`src/rtl/cache_stats_unit_if.sv`:
```
// rtl/cache_stats_unit_if.sv - command and report-stream handshake bundle for cache_stats_unit
interface cache_stats_unit_if #(
    parameter int counterWidth = 32
) ();
    logic                    cmdValid;
    logic [1:0]              cmd;
    logic                    cmdReady;
    logic                    outValid;
    logic                    outReady;
    logic [1:0]              outIndex;
    logic [counterWidth-1:0] outData;
    logic                    outLast;

    modport master (
        output cmdValid, cmd, outReady,
        input  cmdReady, outValid, outIndex, outData, outLast
    );

    modport slave (
        input  cmdValid, cmd, outReady,
        output cmdReady, outValid, outIndex, outData, outLast
    );
endinterface

```
`src/rtl/cache_stats_unit.sv`:
```
// rtl/cache_stats_unit.sv - saturating L2 hit/miss/read/write event counters with snapshot and report stream
module cache_stats_unit #(
    parameter int channels     = 4,
    parameter int counterWidth = 32
) (
    input  logic                clock,
    input  logic                resetN,
    input  logic [channels-1:0] hitEvent,
    input  logic [channels-1:0] missEvent,
    input  logic [channels-1:0] readEvent,
    input  logic [channels-1:0] writeEvent,
    output logic [3:0]          overflow,
    output logic                conflict,
    cache_stats_unit_if.slave   bus
);
    localparam int incW = $clog2(channels + 1);

    localparam logic [1:0] CMD_SNAPSHOT       = 2'd0;
    localparam logic [1:0] CMD_CLEAR          = 2'd1;
    localparam logic [1:0] CMD_SNAPSHOT_CLEAR = 2'd2;
    localparam logic [1:0] CMD_PRINT          = 2'd3;

    typedef enum logic {
        IDLE   = 1'b0,
        STREAM = 1'b1
    } stateType;

    stateType state;
    stateType nextState;

    logic [counterWidth-1:0] count [4];
    logic [counterWidth-1:0] snap  [4];
    logic [channels-1:0]     ev    [4];
    logic [incW-1:0]         inc   [4];
    logic [counterWidth:0]   sum   [4];
    logic [3:0]              satBits;
    logic [1:0]              beat;

    logic accept;
    logic doSnap;
    logic doClear;
    logic doPrint;
    logic beatTaken;

    function automatic logic [incW-1:0] popcount(input logic [channels-1:0] v);
        logic [incW-1:0] n;
        n = '0;
        for (int i = 0; i < channels; i++) begin
            n = n + incW'(v[i]);
        end
        return n;
    endfunction

    assign ev[0] = hitEvent;
    assign ev[1] = missEvent;
    assign ev[2] = readEvent;
    assign ev[3] = writeEvent;

    // One extra sum bit exposes saturation without ever letting a counter wrap.
    always_comb begin
        satBits = '0;
        for (int k = 0; k < 4; k++) begin
            inc[k]     = popcount(ev[k]);
            sum[k]     = {1'b0, count[k]} + (counterWidth + 1)'(inc[k]);
            satBits[k] = sum[k][counterWidth];
        end
    end

    assign accept    = bus.cmdValid && bus.cmdReady;
    assign doSnap    = accept && (bus.cmd == CMD_SNAPSHOT || bus.cmd == CMD_SNAPSHOT_CLEAR);
    assign doClear   = accept && (bus.cmd == CMD_CLEAR || bus.cmd == CMD_SNAPSHOT_CLEAR);
    assign doPrint   = accept && (bus.cmd == CMD_PRINT);
    assign beatTaken = bus.outValid && bus.outReady;

    // A clear reloads with this cycle's increment so concurrent events are kept.
    always_ff @(posedge clock or negedge resetN) begin
        if (!resetN) begin
            for (int k = 0; k < 4; k++) begin
                count[k] <= '0;
            end
            overflow <= '0;
            conflict <= 1'b0;
        end else begin
            for (int k = 0; k < 4; k++) begin
                if (doClear) begin
                    count[k] <= counterWidth'(inc[k]);
                end else if (satBits[k]) begin
                    count[k] <= '1;
                end else begin
                    count[k] <= sum[k][counterWidth-1:0];
                end
            end
            overflow <= doClear ? 4'b0000 : (overflow | satBits);
            conflict <= (doClear ? 1'b0 : conflict) | (|(hitEvent & missEvent));
        end
    end

    // Snapshot captures the pre-increment counter values.
    always_ff @(posedge clock or negedge resetN) begin
        if (!resetN) begin
            for (int k = 0; k < 4; k++) begin
                snap[k] <= '0;
            end
        end else if (doSnap) begin
            for (int k = 0; k < 4; k++) begin
                snap[k] <= count[k];
            end
        end
    end

    always_ff @(posedge clock or negedge resetN) begin
        if (!resetN) begin
            beat <= 2'd0;
        end else if (doPrint) begin
            beat <= 2'd0;
        end else if (beatTaken) begin
            beat <= beat + 2'd1;
        end
    end

    always_ff @(posedge clock or negedge resetN) begin
        if (!resetN) begin
            state <= IDLE;
        end else begin
            state <= nextState;
        end
    end

    always_comb begin
        nextState = state;
        case (state)
            IDLE:    if (doPrint) nextState = STREAM;
            STREAM:  if (beatTaken && beat == 2'd3) nextState = IDLE;
            default: nextState = IDLE;
        endcase
    end

    // Snapshot registers cannot change while streaming, so the beat index alone holds the data.
    always_comb begin
        bus.cmdReady = (state == IDLE);
        bus.outValid = (state == STREAM);
        bus.outIndex = beat;
        bus.outData  = snap[beat];
        bus.outLast  = (state == STREAM) && (beat == 2'd3);
    end
endmodule
```
`src/flat_wrapper.sv`:
```
// flat-port wrapper written by rule: the top's interface ports become plain ports
module cache_stats_unit_flat 
#(
    parameter int channels     = 4,
    parameter int counterWidth = 32
)
  (clock, resetN, hitEvent, missEvent, readEvent, writeEvent, overflow, conflict, bus_cmdValid, bus_cmd, bus_outReady, bus_cmdReady, bus_outValid, bus_outIndex, bus_outData, bus_outLast);
  cache_stats_unit_if #(.counterWidth(counterWidth)) bus_i ();
  input  logic clock;
  input  logic resetN;
  input  logic [channels-1:0] hitEvent;
  input  logic [channels-1:0] missEvent;
  input  logic [channels-1:0] readEvent;
  input  logic [channels-1:0] writeEvent;
  output logic [3:0] overflow;
  output logic conflict;
  input wire logic [$bits(bus_i.cmdValid)-1:0] bus_cmdValid;
  input wire logic [$bits(bus_i.cmd)-1:0] bus_cmd;
  input wire logic [$bits(bus_i.outReady)-1:0] bus_outReady;
  output wire logic [$bits(bus_i.cmdReady)-1:0] bus_cmdReady;
  output wire logic [$bits(bus_i.outValid)-1:0] bus_outValid;
  output wire logic [$bits(bus_i.outIndex)-1:0] bus_outIndex;
  output wire logic [$bits(bus_i.outData)-1:0] bus_outData;
  output wire logic [$bits(bus_i.outLast)-1:0] bus_outLast;
  assign bus_i.cmdValid = bus_cmdValid;
  assign bus_i.cmd = bus_cmd;
  assign bus_i.outReady = bus_outReady;
  assign bus_cmdReady = bus_i.cmdReady;
  assign bus_outValid = bus_i.outValid;
  assign bus_outIndex = bus_i.outIndex;
  assign bus_outData = bus_i.outData;
  assign bus_outLast = bus_i.outLast;
  cache_stats_unit #(.channels(channels), .counterWidth(counterWidth)) u_core (.clock(clock), .resetN(resetN), .hitEvent(hitEvent), .missEvent(missEvent), .readEvent(readEvent), .writeEvent(writeEvent), .overflow(overflow), .conflict(conflict), .bus(bus_i));
endmodule
```
`config.mk`:
```
export PLATFORM = sky130hd
export DESIGN_NAME = cache_stats_unit_flat
export DESIGN_NICKNAME = d
export VERILOG_FILES = /design/src/rtl/cache_stats_unit_if.sv /design/src/rtl/cache_stats_unit.sv /design/src/flat_wrapper.sv
export SDC_FILE = /design/constraint.sdc
export NUM_CORES = 1
export LEC_CHECK = 0
export CAP_MARGIN = 30
export CORE_UTILIZATION = 55
export DETAILED_ROUTE_END_ITERATION = 12
export GPL_TIMING_DRIVEN = 0
export HOLD_SLACK_MARGIN = 0.05
export PLACE_DENSITY = 0.77
export SETUP_SLACK_MARGIN = 0.1
export SLEW_MARGIN = 20
export SYNTH_ARGS = -nofsm -noshare
export SYNTH_HDL_FRONTEND = slang
export SYNTH_SLANG_ARGS = --single-unit
```
`constraint.sdc`:
```
create_clock -name clock -period 2.63 [get_ports clock]
set_clock_uncertainty 0.2 [all_clocks]
set_input_delay 0.6575 -clock clock [delete_from_list [all_inputs] [get_ports clock]]
set_output_delay 0.6575 -clock clock [all_outputs]
set_load 0.05 [all_outputs]
```
Word-level counts from Yosys, hierarchy flattened
Cells that the tools add are included.
{"block": "op_classes", "n_addsub": 17, "order_cmp": 1, "n_eq_ne": 4, "mux": 18, "bitwise_logic": 5, "reduce_logical": 12}
{"operator": "$mux 32", "count": 10}
{"operator": "$add 32x3->33", "count": 4}
{"operator": "$bmux 32 s2", "count": 1}
{"operator": "$add 3x1->3", "count": 8}
{"operator": "$add 1x1->2", "count": 4}
{"operator": "$logic_and 1x1->1", "count": 7}
{"operator": "$eq 2x2->1 const B", "count": 3}
{"operator": "$and 4x4->4", "count": 1}
{"operator": "$mux 2", "count": 2}
{"operator": "$mux 4", "count": 1}
{"operator": "$or 4x4->4", "count": 1}
{"operator": "$reduce_or 4->1", "count": 1}
{"operator": "$ge 3x3->1 const B", "count": 1}
{"operator": "$mux 1", "count": 3}
{"operator": "$not 2->3", "count": 1}
{"operator": "$add 2x1->2 const B", "count": 1}
{"operator": "$eq 2x1->1 const B", "count": 1}
{"operator": "$logic_not 2->1", "count": 1}
{"operator": "$logic_or 1x1->1", "count": 2}
{"operator": "$pmux 1 s2", "count": 1}
{"operator": "$reduce_bool 2->1", "count": 1}
{"operator": "$not 1->1", "count": 1}
{"operator": "$or 1x1->1", "count": 1}
{"block": "totals", "register_bits": 264, "output_inout_bits": 42, "word_cells": 69}

Longest topological paths before layout
Gate-level depths: netlist of the first run.
{"block": "depth", "ltp_word": 6, "mapped_depth": 13}

Worst setup path before layout of the first run
No wires, ideal clock.
{"block": "synth_path", "kind": "input to register", "from": "input missEvent[0]", "to": "register u_core.count[92] (netlist bit)", "setup_ns": 0.140, "arrival_ns": 3.441, "required_ns": 2.290, "slack_ns": -1.151, "cell_stages": 12, "cell_sequence": "ha_1 -> inv_1 -> fa_1 -> inv_1 -> ha_1 -> inv_1 -> fa_1 -> nand2b_1 -> a2111oi_4 -> nand3_1 -> o311ai_0 -> o41ai_1"}
{"block": "synth_via", "elab_chain_cells": 6}
{"element": "start, declared", "line_no": "flat_wrapper.sv:12", "source": "input logic [channels-1:0] missEvent;"}
{"element": "$add 1x1->2", "line_no": "cache_stats_unit.sv:49", "source": "n = n + incW'(v[i]);"}
{"element": "$add 3x1->3 (2 in series)", "line_no": "cache_stats_unit.sv:49"}
{"element": "$add 32x3->33", "line_no": "cache_stats_unit.sv:64", "source": "sum[k] = {1'b0, count[k]} + (counterWidth + 1)'(inc[k]);"}
{"element": "$mux 32", "line_no": "cache_stats_unit.sv:87", "source": "end else if (satBits[k]) begin"}
{"element": "$mux 32", "line_no": "cache_stats_unit.sv:85", "source": "if (doClear) begin"}
{"element": "end signal, assigned by index", "line_no": "cache_stats_unit.sv:86", "source": "count[k] <= counterWidth'(inc[k]);"}
{"element": "end signal, assigned by index", "line_no": "cache_stats_unit.sv:90", "source": "count[k] <= sum[k][counterWidth-1:0];"}
{"element": "end, declared", "line_no": "cache_stats_unit.sv:31", "source": "logic [counterWidth-1:0] count [4];"}
Every way passes these cells.
A chain may end at the register's enable or synchronous reset.

Worst setup path after layout of the first run
{"block": "layout_path", "from": "input missEvent[0]", "to": "register u_core.count[86] (netlist bit)"}
Same word-level chain as after synthesis.

==> results.md, run 1 <==
- Status: complete, but fails checks
- Failing checks: setup timing
- Syn_nets: 1156
- Clock transition at path regs: 0.06 ns
- Post-Syn Area per Cell: 11.9 sq um
- H-tree Lvls: 1
- Worst r2r path cells: 6
- Maximum vdd drop: 641 uV
- Hold Path Sink: u_core.conflict
- Clk sinks: 264
- Synth-to-layout area growth: 30.8%
- Placed inst area: 0.0147 sq mm
- Most common library cells after synthesis: dfrtp_1 (264), mux2_2 (128), a21oi_1 (94)
- First-pass GRT wire length: 55500 microns
- Fill cell count: 1544
- Fin. max-slew vios: 0
- Largest net degree at the start of global routing: 82
- Drt total wl: 35700 microns
- Final instance area: 0.0172 sq mm
- Final nets: 1331
- CP endpoint kind: flop
- Crit path max-delay family: adder cells
- Vias/cell: 6.05
- Max cap viols: 0
- Reg-to-reg slack, setup: -0.15 ns
- Worst Path Max Fanout: 4
- First-iteration detailed-routing DRC count: 727
- Routed WL per cell: 22.1 microns
- Die width: 156 microns
- Mapped Area: 0.0131 sq mm
- Io pins: 64
- Util after Layout: 73.3%
- Via count: 9773
- Leakage: 7.74 nW
- IO buf count: 63
- Most used DFF post-synth: dfrtp_1
- Yosys top cell area share: 50.3%
- Bufs on Longest Clock Path: 3
- WP data required: 2.82 ns
- Setup ws final: -0.593 ns
- Clock root buffer: clkbuf_16
- Routed Antenna Nets: 0
- Initial Util: 56.1%
- Setup crit start kind: input pin
- Die ar.: 0.0245 sq mm
- Final hold vios: 0
- Largest cells by area after synthesis: dfrtp_1 (50%), mux2_2 (11%), mux4_2 (5.5%)
- Register area: 0.00661 sq mm
- DP Wirelength: 23500 microns
- Pwr per Cell Area: 767 mW/mm^2
- Total global routing overflow: 0
- Die H: 156 microns
- Skew-Pair Late Insertion Delay: 0.54 ns
- Register area share after synthesis: 50.3%
- Hold path depth: 3
- Residual DRC count: 0
- Rows: 56
- Area of the multi-input gates: 0.00686 sq mm
- Critical-path top delay cell: fa_1
- Top cell type by total area after synthesis: dfrtp_1
- Vias in the first global route: 9851
- Post-synth ARST share: 100%
- Crit path largest cell delay: 0.49 ns
- Post-synthesis register bit count: 264
- Tightest Pin Transition: 0.953 ns
- CTS tree: built
- Share of cells above drive strength 1: 42.1%
- Antenna violations before repair: 0
- Slew HR: 36.5%
- Synthesized instance count: 1102
- Max Freq: 0.310 GHz
- Cell with the most instances after synthesis: dfrtp_1
- DRT Pass-1 Iters: 5
- TritonCTS Buffers: 29
- Data arrival, critical path: 3.42 ns
- Finish-stage setup viols: 164
- Number of diodes: 0
- R2R Path Start: u_core.count[38]
- Gr usage total: 29.9%
- GPL Wtd Cong: 0.864
- Worst hold path class: in -> reg
- Hold_sp: hitEvent[1]
- Post-synth cell types: 63
- WS Path Type: in -> reg
- Reg-to-reg endpoint: u_core.count[36]
- Synth warnings: 0
- EDFF count, synth: 0
- Critical Path, Cell by Cell: buf_8 -> ha_4 -> inv_2 -> fa_1 -> inv_1 -> ha_2 -> inv_2 -> fa_2 -> nand2b_4 -> a2111oi_4 -> buf_4 -> buf_4 -> nand3_1 -> xor2_1 -> a21oi_2
- RSZ-0062 raised after global routing: yes
- Final Cycle Share: 123%
- Tmin final: 3.22 ns
- CP Buf/Inv Count: 6
- Core area: 0.0234 sq mm
-- cell type report --
type / instances / share of cell area [%]
Buffer: 61 / 2.98
Clock buffer: 43 / 5.06
Clock inverter: 7 / 0.226
Inverter: 51 / 1.14
Multi-Input combinational cell: 727 / 40.0
Sequential cell: 264 / 38.5
Tap cell: 319 / 2.33
Timing Repair Buffer: 143 / 9.81
-- per-layer routing --
layer  track usage (%)  share of wire (%)  vias to the layer above
li1                  -                  -                     4315
met3              3.68                5.1                       92
met2              50.2                 50                      347
met5                 0                  0                        -
met1              40.2                 42                     5019
met4              10.8                3.5                        0
-- worst max path at each step --
stage,cells past startpoint,endpoint,slack [ns],startpoint
after detailed placement,13,u_core.count[93],-1.99,missEvent[0]
after CTS,14,u_core.count[77],-0.60,missEvent[0]
after floorplan,12,u_core.count[89],-0.88,missEvent[1]
after global routing,15,u_core.count[69],-0.69,missEvent[0]
after global placement,1,u_core.bus.outIndex[1],-11.47,resetN
final,15,u_core.count[86],-0.59,missEvent[0]
-- power by group --
group	switching, W	total [W]	internal, W
Combinational	0.00221	0.00426	0.00205
Clock	0.00163	0.00389	0.00226
Sequential	0.000470	0.00500	0.00453
Total	0.00431	0.0132	0.00884
-- worst reg2reg max path, delay by kind of cell (launching register included) --
kind,cells,cell delay (ns)
DFF,1,0.46
AOI/OAI and AO/OA,1,0.13
and+or+nand+nor,3,1.60
buffers and inverters,2,0.31
-- per-stage QoR --
step / power [W] / hold WS [ns] / std cells / TNS, ns / setup WS [ns]
2_1_floorplan: 0.00728 / 0.162 / 1102 / -89.06 / -0.879
6_report: 0.0132 / 0.150 / 1615 / -67.48 / -0.593
3_5_place_dp: 0.00832 / 0.291 / 1487 / -308.04 / -1.99
3_3_place_gp: 0.00821 / 0.284 / 1484 / -3067.30 / -11.47
4_1_cts: 0.0128 / 0.144 / 1603 / -68.37 / -0.597
5_1_grt: 0.0137 / 0.154 / 1615 / -80.36 / -0.693
-- logic make-up after synthesis --
logic type      share of synthesized area [%]
mux                                      16.6
buf+inv                                  3.50
compound gates                           8.37
fa+ha+maj                                3.51
flops                                    50.3
xor+xnor                                 6.67
simple gates                             11.0
-- state kept, by name, summed over array words and instances (netlist names) --
register	flops
u_core.bus.outValid	1
u_core.snap	128
u_core.count	128
u_core.overflow	4
u_core.conflict	1
u_core.bus.outIndex	2
-- placed cells by master, fill, tap and decap left out, types with 8 or more instances in the layout --
master and n:
nor4_1 16, mux4_2 32, clkbuf_16 32, buf_8 18
nand3_1 44, xnor2_1 55, buf_12 14, xor2_1 45
nand4_1 21, a21oi_4 8, and3_1 29, nor2_1 30
nand2_1 42, a21oi_1 18, clkbuf_2 21, a21oi_2 88
ha_1 15, clkbuf_8 10, clkbuf_1 23, buf_6 66
buf_4 27, a31oi_1 12, dlygate4sd2_1 17, nor3_1 16
dfrtp_1 262, mux2_2 128, inv_2 12, inv_1 38
-- repair_timing --
action / in CTS / in global routing
gates resized for setup: 434 / 79
endpoints found under the setup margin: 294 / 225
hold endpoints to repair: 46 / 0
gates cloned: 9 / 1
setup buffers: 57 / 23
pin swaps: 54 / 54
hold buffers: 1 / 0
(Power assumes the default switching activity.)
==> run 2, diff against run 1 <==
--- a/config.mk
+++ b/config.mk
@@ -8,10 +8,10 @@
 export CAP_MARGIN = 30
 export CORE_UTILIZATION = 55
 export DETAILED_ROUTE_END_ITERATION = 12
-export GPL_TIMING_DRIVEN = 0
 export HOLD_SLACK_MARGIN = 0.05
-export PLACE_DENSITY = 0.77
+export PLACE_DENSITY = 0.81
 export SETUP_SLACK_MARGIN = 0.1
+export SKIP_LAST_GASP = 1
 export SLEW_MARGIN = 20
 export SYNTH_ARGS = -nofsm -noshare
 export SYNTH_HDL_FRONTEND = slang
==> run 2 against run 1 <==
Effect of this change:
- the run still ends with setup timing left
- fmax is essentially flat
- die area did not move
- total power grew 5.4%
- flip-flop and latch count unchanged
- worst setup slack better by 0.0032 ns
- non-clock buffer count grew 9
- critical endpoint is now u_core.count[90]
- largest cell class unchanged
- highest routed layer unchanged
==> results.md, run 2 (synthesis gave the netlist of run 1 again) <==
- Antenna violations before repair: 0
- Largest net degree at the start of global routing: 78
- Pwr per Cell Area: 775 mW/mm^2
- Final Cycle Share: 122%
- Failing checks: setup timing
- Core area: 0.0234 sq mm
- TritonCTS Buffers: 28
- Vias/cell: 6.35
- Initial Util: 56.1%
- Aggregate negative setup slack: -57.15 ns
- First-iteration detailed-routing DRC count: 899
- Clk sinks: 264
- Total power: 0.0139 W
- Leakage: 7.98 nW
- Hold path depth: 3
- WS Path Type: in -> reg
- Crit path largest cell delay: 0.49 ns
- Routed WL per cell: 24.6 microns
- Bufs on Longest Clock Path: 3
- Critical-path top delay cell: fa_1
- WP data required: 2.88 ns
- Tmin final: 3.22 ns
- Placed Cells: 1508
- Synth-to-layout area growth: 36.3%
- Crit path max-delay family: adder cells
- Met2 Use GR: 53.7%
- Cell Count, Final, Fillers Out: 1623
- Drt total wl: 39900 microns
- GPL Wtd Cong: 0.856
- Vias in the first global route: 10400
- Clock transition at path regs: 0.06 ns
- Reg-to-reg slack, setup: -0.11 ns
- Hold_sp: hitEvent[1]
- Commonest non-fill, non-tap cell in the layout: dfrtp_1
- H-tree Lvls: 1
- Commonest non-fill, non-tap cells in the layout: dfrtp_1 (262), mux2_2 (128), buf_4 (84)
- DP Wirelength: 22800 microns
- First-pass GRT wire length: 59100 microns
- Worst r2r path cells: 8
- Area of the multi-input gates: 0.00726 sq mm
- Worst Path Max Fanout: 4
- Io pins: 64
- Setup ws final: -0.590 ns
- Critical Path, Cell by Cell: buf_8 -> ha_4 -> inv_2 -> fa_1 -> inv_1 -> ha_2 -> inv_2 -> fa_2 -> nand2b_4 -> a2111oi_4 -> buf_6 -> and3_4 -> a31oi_4 -> a211oi_2
- Die width: 156 microns
- CP endpoint kind: flop
- Max cap viols: 0
- Gr usage total: 31.7%
- RSZ-0062 raised after global routing: yes
- Register area: 0.00661 sq mm
- Final nets: 1338
- Reg-to-reg endpoint: u_core.count[17]
- Final hold vios: 0
- Fill cell count: 1302
- Cell with the most instances on the worst path: inv_2
- Routed Antenna Nets: 0
- Placed inst area: 0.0151 sq mm
- Maximum vdd drop: 532 uV
- Number of diodes: 0
- Clock root buffer: clkbuf_16
- Residual DRC count: 0
- Grt met3 use: 4.49%
- Worst hold path class: in -> reg
- Final instance area: 0.0179 sq mm
- Rows: 56
- Setup WS pre-CTS: -1.54 ns
- Slew HR: 45.4%
- Tightest Pin Transition: 0.816 ns
- Via count: 10300
- Met1 Use GR: 41.1%
- DRT Pass-1 Iters: 5
- Hold Path Sink: u_core.conflict
- Share of cells above drive strength 1: 47.0%
- Die ar.: 0.0245 sq mm
- Regs by FF count: u_core.count x128, u_core.snap x128, u_core.overflow x4
- Finish-stage setup viols: 165
- Setup crit start kind: input pin
- CP Buf/Inv Count: 5
- CTS tree: built
- Max Freq: 0.311 GHz
- Data arrival, critical path: 3.47 ns
- Skew-Pair Late Insertion Delay: 0.54 ns
- R2R Path Start: u_core.count[13]
- Fin. max-slew vios: 0
- Status: complete, but fails checks
- Die H: 156 microns
- Total global routing overflow: 0
- Grt peak-use layer: met2
- IO buf count: 63
==> run 2: worst min-delay path, cell delays in order <==
cell and delay, ns:
buf_8 0.08, a22oi_1 0.05, nand3_1 0.08
==> run 2: layout make-up <==
type / instances / share of cell area, %
tap: 319 / 2.23
sequential: 264 / 36.9
timing repair buffer: 213 / 13.8
multi-input combinational: 726 / 40.6
inverter: 51 / 1.09
clock inverter: 8 / 0.657
clock buffer: 42 / 4.66
==> run 2: where the power goes <==
part           leakage, nW  switching [W]  total, W  internal, W
clock network        0.467        0.00166   0.00413      0.00247
logic                 3.93        0.00229   0.00461      0.00232
registers             3.59       0.000593   0.00512      0.00453
==> run 2: worst max path at each step <==
stage | start | to | slack (ns) | cells after the start
floorplan | missEvent[1] | u_core.count[89] | -0.88 | 12
global placement | missEvent[0] | u_core.count[69] | -1.41 | 14
detailed placement | missEvent[0] | u_core.count[94] | -1.54 | 13
CTS | missEvent[0] | u_core.count[92] | -0.56 | 14
global route | missEvent[0] | u_core.count[95] | -0.66 | 15
finish | missEvent[0] | u_core.count[90] | -0.59 | 14
==> run 2: metrics by stage <==
step                hold WS [ns]  utilization (%)
floorplan                  0.162                -
global placement           0.277             64.3
detailed placement         0.291             64.3
CTS                        0.159             74.1
global route               0.161             76.5
finish                     0.164             76.5
==> run 2: routing by layer <==
layer / vias up / wire (microns)
li1: 4333 / -
met1: 5340 / 15400
met2: 484 / 20000
met3: 147 / 2470
met4: 0 / 1980
met5: - / 0
==> run 2: what timing repair did <==
item | in CTS | in global routing
endpoints found under the setup margin | 172 | 166
buffers inserted | 47 | 19
hold buffers | 1 | 0
cloned | 11 | 0
endpoints found under the hold margin | 31 | 0
pin swaps | 63 | 49
gates resized for setup | 203 | 94
==> RTL edit, RTL diff (flow settings as in run 2) <==
Register the output `overflow` once more, with the module's reset; this adds one clock of latency there. The other outputs are not delayed to match.
--- a/src/rtl/cache_stats_unit.sv
+++ b/src/rtl/cache_stats_unit.sv
@@ -24,6 +24,8 @@
         IDLE   = 1'b0,
         STREAM = 1'b1
     } stateType;
+
+    logic [3:0] overflow_s0;
 
     stateType state;
     stateType nextState;
@@ -78,7 +80,7 @@
             for (int k = 0; k < 4; k++) begin
                 count[k] <= '0;
             end
-            overflow <= '0;
+            overflow_s0 <= '0;
             conflict <= 1'b0;
         end else begin
             for (int k = 0; k < 4; k++) begin
@@ -90,7 +92,7 @@
                     count[k] <= sum[k][counterWidth-1:0];
                 end
             end
-            overflow <= doClear ? 4'b0000 : (overflow | satBits);
+            overflow_s0 <= doClear ? 4'b0000 : (overflow_s0 | satBits);
             conflict <= (doClear ? 1'b0 : conflict) | (|(hitEvent & missEvent));
         end
     end
@@ -143,4 +145,12 @@
         bus.outData  = snap[beat];
         bus.outLast  = (state == STREAM) && (beat == 2'd3);
     end
+    always_ff @(posedge clock or negedge resetN) begin
+        if (!resetN) begin
+            overflow <= '0;
+        end else begin
+            overflow <= overflow_s0;
+        end
+    end
+
 endmodule
Check against the original RTL: same outputs for any inputs over 4 cycles, from zero or initial values and one cycle with resetN low; that may be too few to reach the edited logic, so the function may still have changed.
==> RTL edit against run 2 <==
- final area is 0.13% higher
- worst setup slack got worse by 73 ps
- total power grew 2.9%
- area after synthesis rose by 0.13%
- largest cell class unchanged
- wire length decreased by 1.5%
- first-iteration DRC count rose by 4.2%
- sequential cell count up 4
- critical path depth is the same
- the flow still finishes with violations (setup timing)
==> RTL edit: results (changes against run 2) <==
The antenna cell count was 0 (unchanged). The number of buffers inserted during clock tree synthesis was 29 (was 28); the path depth of the worst reg2reg path was 9 (was 8). The total wire length after detailed routing is 39300 um (was 39900 um), and the layout filler cell count is 1251 (was 1302). The net switching fraction of the power was 32.3% (was 32.8%). For the via count of the first global-routing pass, the log shows 10800 (was 10400).

Global-route usage over all layers: 32.1% (was 31.7%). Most instantiated cells after synthesis: sky130_fd_sc_hd__dfrtp_1, sky130_fd_sc_hd__mux2_2, sky130_fd_sc_hd__a21oi_1 (unchanged). The post-synthesis cell type count was 60 (was 63); the first-pass GRT wire length was 60000 um (was 59100 um). Dominant cells by area after synthesis: sky130_fd_sc_hd__dfrtp_1, sky130_fd_sc_hd__mux2_2, sky130_fd_sc_hd__mux4_2, sky130_fd_sc_hd__a21oi_1, sky130_fd_sc_hd__xor2_1 (was sky130_fd_sc_hd__dfrtp_1, sky130_fd_sc_hd__mux2_2, sky130_fd_sc_hd__mux4_2, sky130_fd_sc_hd__xnor2_1, sky130_fd_sc_hd__a21oi_1). The final instance count without filler cells is 1626 (was 1623), and the number of violations reported at the end of detailed-routing iteration 0 is 937 (was 899). The run finished, with violations left. The run gives 1103 (was 1102) as the post-synthesis instance total. Violations in the final reports: setup timing (unchanged). The tools report the reg-to-reg endpoint as u_core.count[94]$_DFF_PN0_ (was u_core.count[17]$_DFF_PN0_). Final worst setup slack: -663 ps (was -590 ps).

The total number of nets in the final design is 1339 (was 1338), and the largest stage delay on the critical path is 460 ps (was 490 ps). The placer's final routability congestion estimate is 0.909 (was 0.856). The transition at the pin with the smallest max-transition slack came out at 739 ps (was 816 ps).

For the pre-CTS worst setup slack, the log shows -1570 ps (was -1540 ps). Final number of setup-violating endpoints: 165 (unchanged). The proportion of synthesized chip area in sequential cells came out at 51.0% (was 50.3%). Largest registers in the final layout: u_core.count: 128 flops, u_core.snap: 128 flops (was u_core.count: 128 flops, u_core.snap: 128 flops, u_core.overflow: 4 flops). The placement-stage cell area came out at 15500 um2 (was 15100 um2). The run gives 0.493 mV (was 0.532 mV) as the worst-case vdd ir drop.

The worst flop-to-flop path startpoint was u_core.count[64]$_DFF_PN0_ (was u_core.count[13]$_DFF_PN0_). The static leakage is 7.94 nW (was 7.98 nW), and the maximum fanout count along the critical path is 6 (was 4). The tools report the flop-to-flop setup slack as -80 ps (was -110 ps).
## RTL edit: repair_timing
action,CTS,global route
hold buffers,1,0
setup buffers,32,13
endpoints found under the hold margin,42,0
endpoints found under the setup margin,168,169
cloned,12,0
resized for setup,158,77
pin swaps,51,34
## RTL edit: routing by layer
layer | global-route usage [%] | vias up | share of wire [%]
met5 | 0 | - | 0
met4 | 13.8 | 0 | 4.6
met3 | 4.98 | 139 | 6.8
met2 | 54.0 | 525 | 50
met1 | 41.4 | 5337 | 39
li1 | - | 4374 | -
## RTL edit: logic make-up after synthesis
kind of cell	share of synthesized area [%]
mux	16.8
flops	51.0
simple gates	11.6
compound gates	7.65
buf+inv	3.08
xor+xnor	6.40
fa+ha+maj	3.50
## RTL edit: how the worst min path moves through the flow
stage                                               start                            to  slack (ps)  cells past startpoint
final                                        missEvent[0]     u_core.conflict$_DFF_PN0_         170                      3
after global routing                         missEvent[0]     u_core.conflict$_DFF_PN0_         170                      3
after CTS                                    missEvent[0]     u_core.conflict$_DFF_PN0_         170                      3
after detailed placement  u_core.overflow_s0[2]$_DFF_PN0_  u_core.overflow[2]$_DFF_PN0_         170                      0
after global placement    u_core.overflow_s0[1]$_DFF_PN0_  u_core.overflow[1]$_DFF_PN0_         160                      0
after floorplan           u_core.overflow_s0[0]$_DFF_PN0_  u_core.overflow[0]$_DFF_PN0_         150                      0
## RTL edit: worst register-to-register path: cells and delay by family (launching register included)
| family | cells | cell delay [ps] |
|---|---|---|
| and+or+nand+nor | 2 | 450 |
| buffers and inverters | 3 | 440 |
| AOI/OAI and AO/OA | 2 | 600 |
| DFF | 1 | 420 |
| adders and majority gates | 2 | 520 |
## RTL edit: area by class of cell
class | count | area [um2] | share of cell area [%]
Multi-Input combinational cell | 731 | 7120 | 39.8
Sequential cell | 268 | 6710 | 37.4
Tap cell | 319 | 399 | 2.23
Timing Repair Buffer | 205 | 2460 | 13.7
Clock buffer | 40 | 837 | 4.67
Clock inverter | 13 | 200 | 1.12
Inverter | 50 | 191 | 1.07
## RTL edit: power by group through the flow
stage	sequential (mW)	combinational, mW	clock, mW
after CTS	5.08	4.30	4.43
after floorplan	5.04	2.48	0
after global routing	5.17	4.97	4.64
after detailed placement	5.15	3.77	0
after global placement	5.12	3.66	0
final	5.13	4.70	4.43
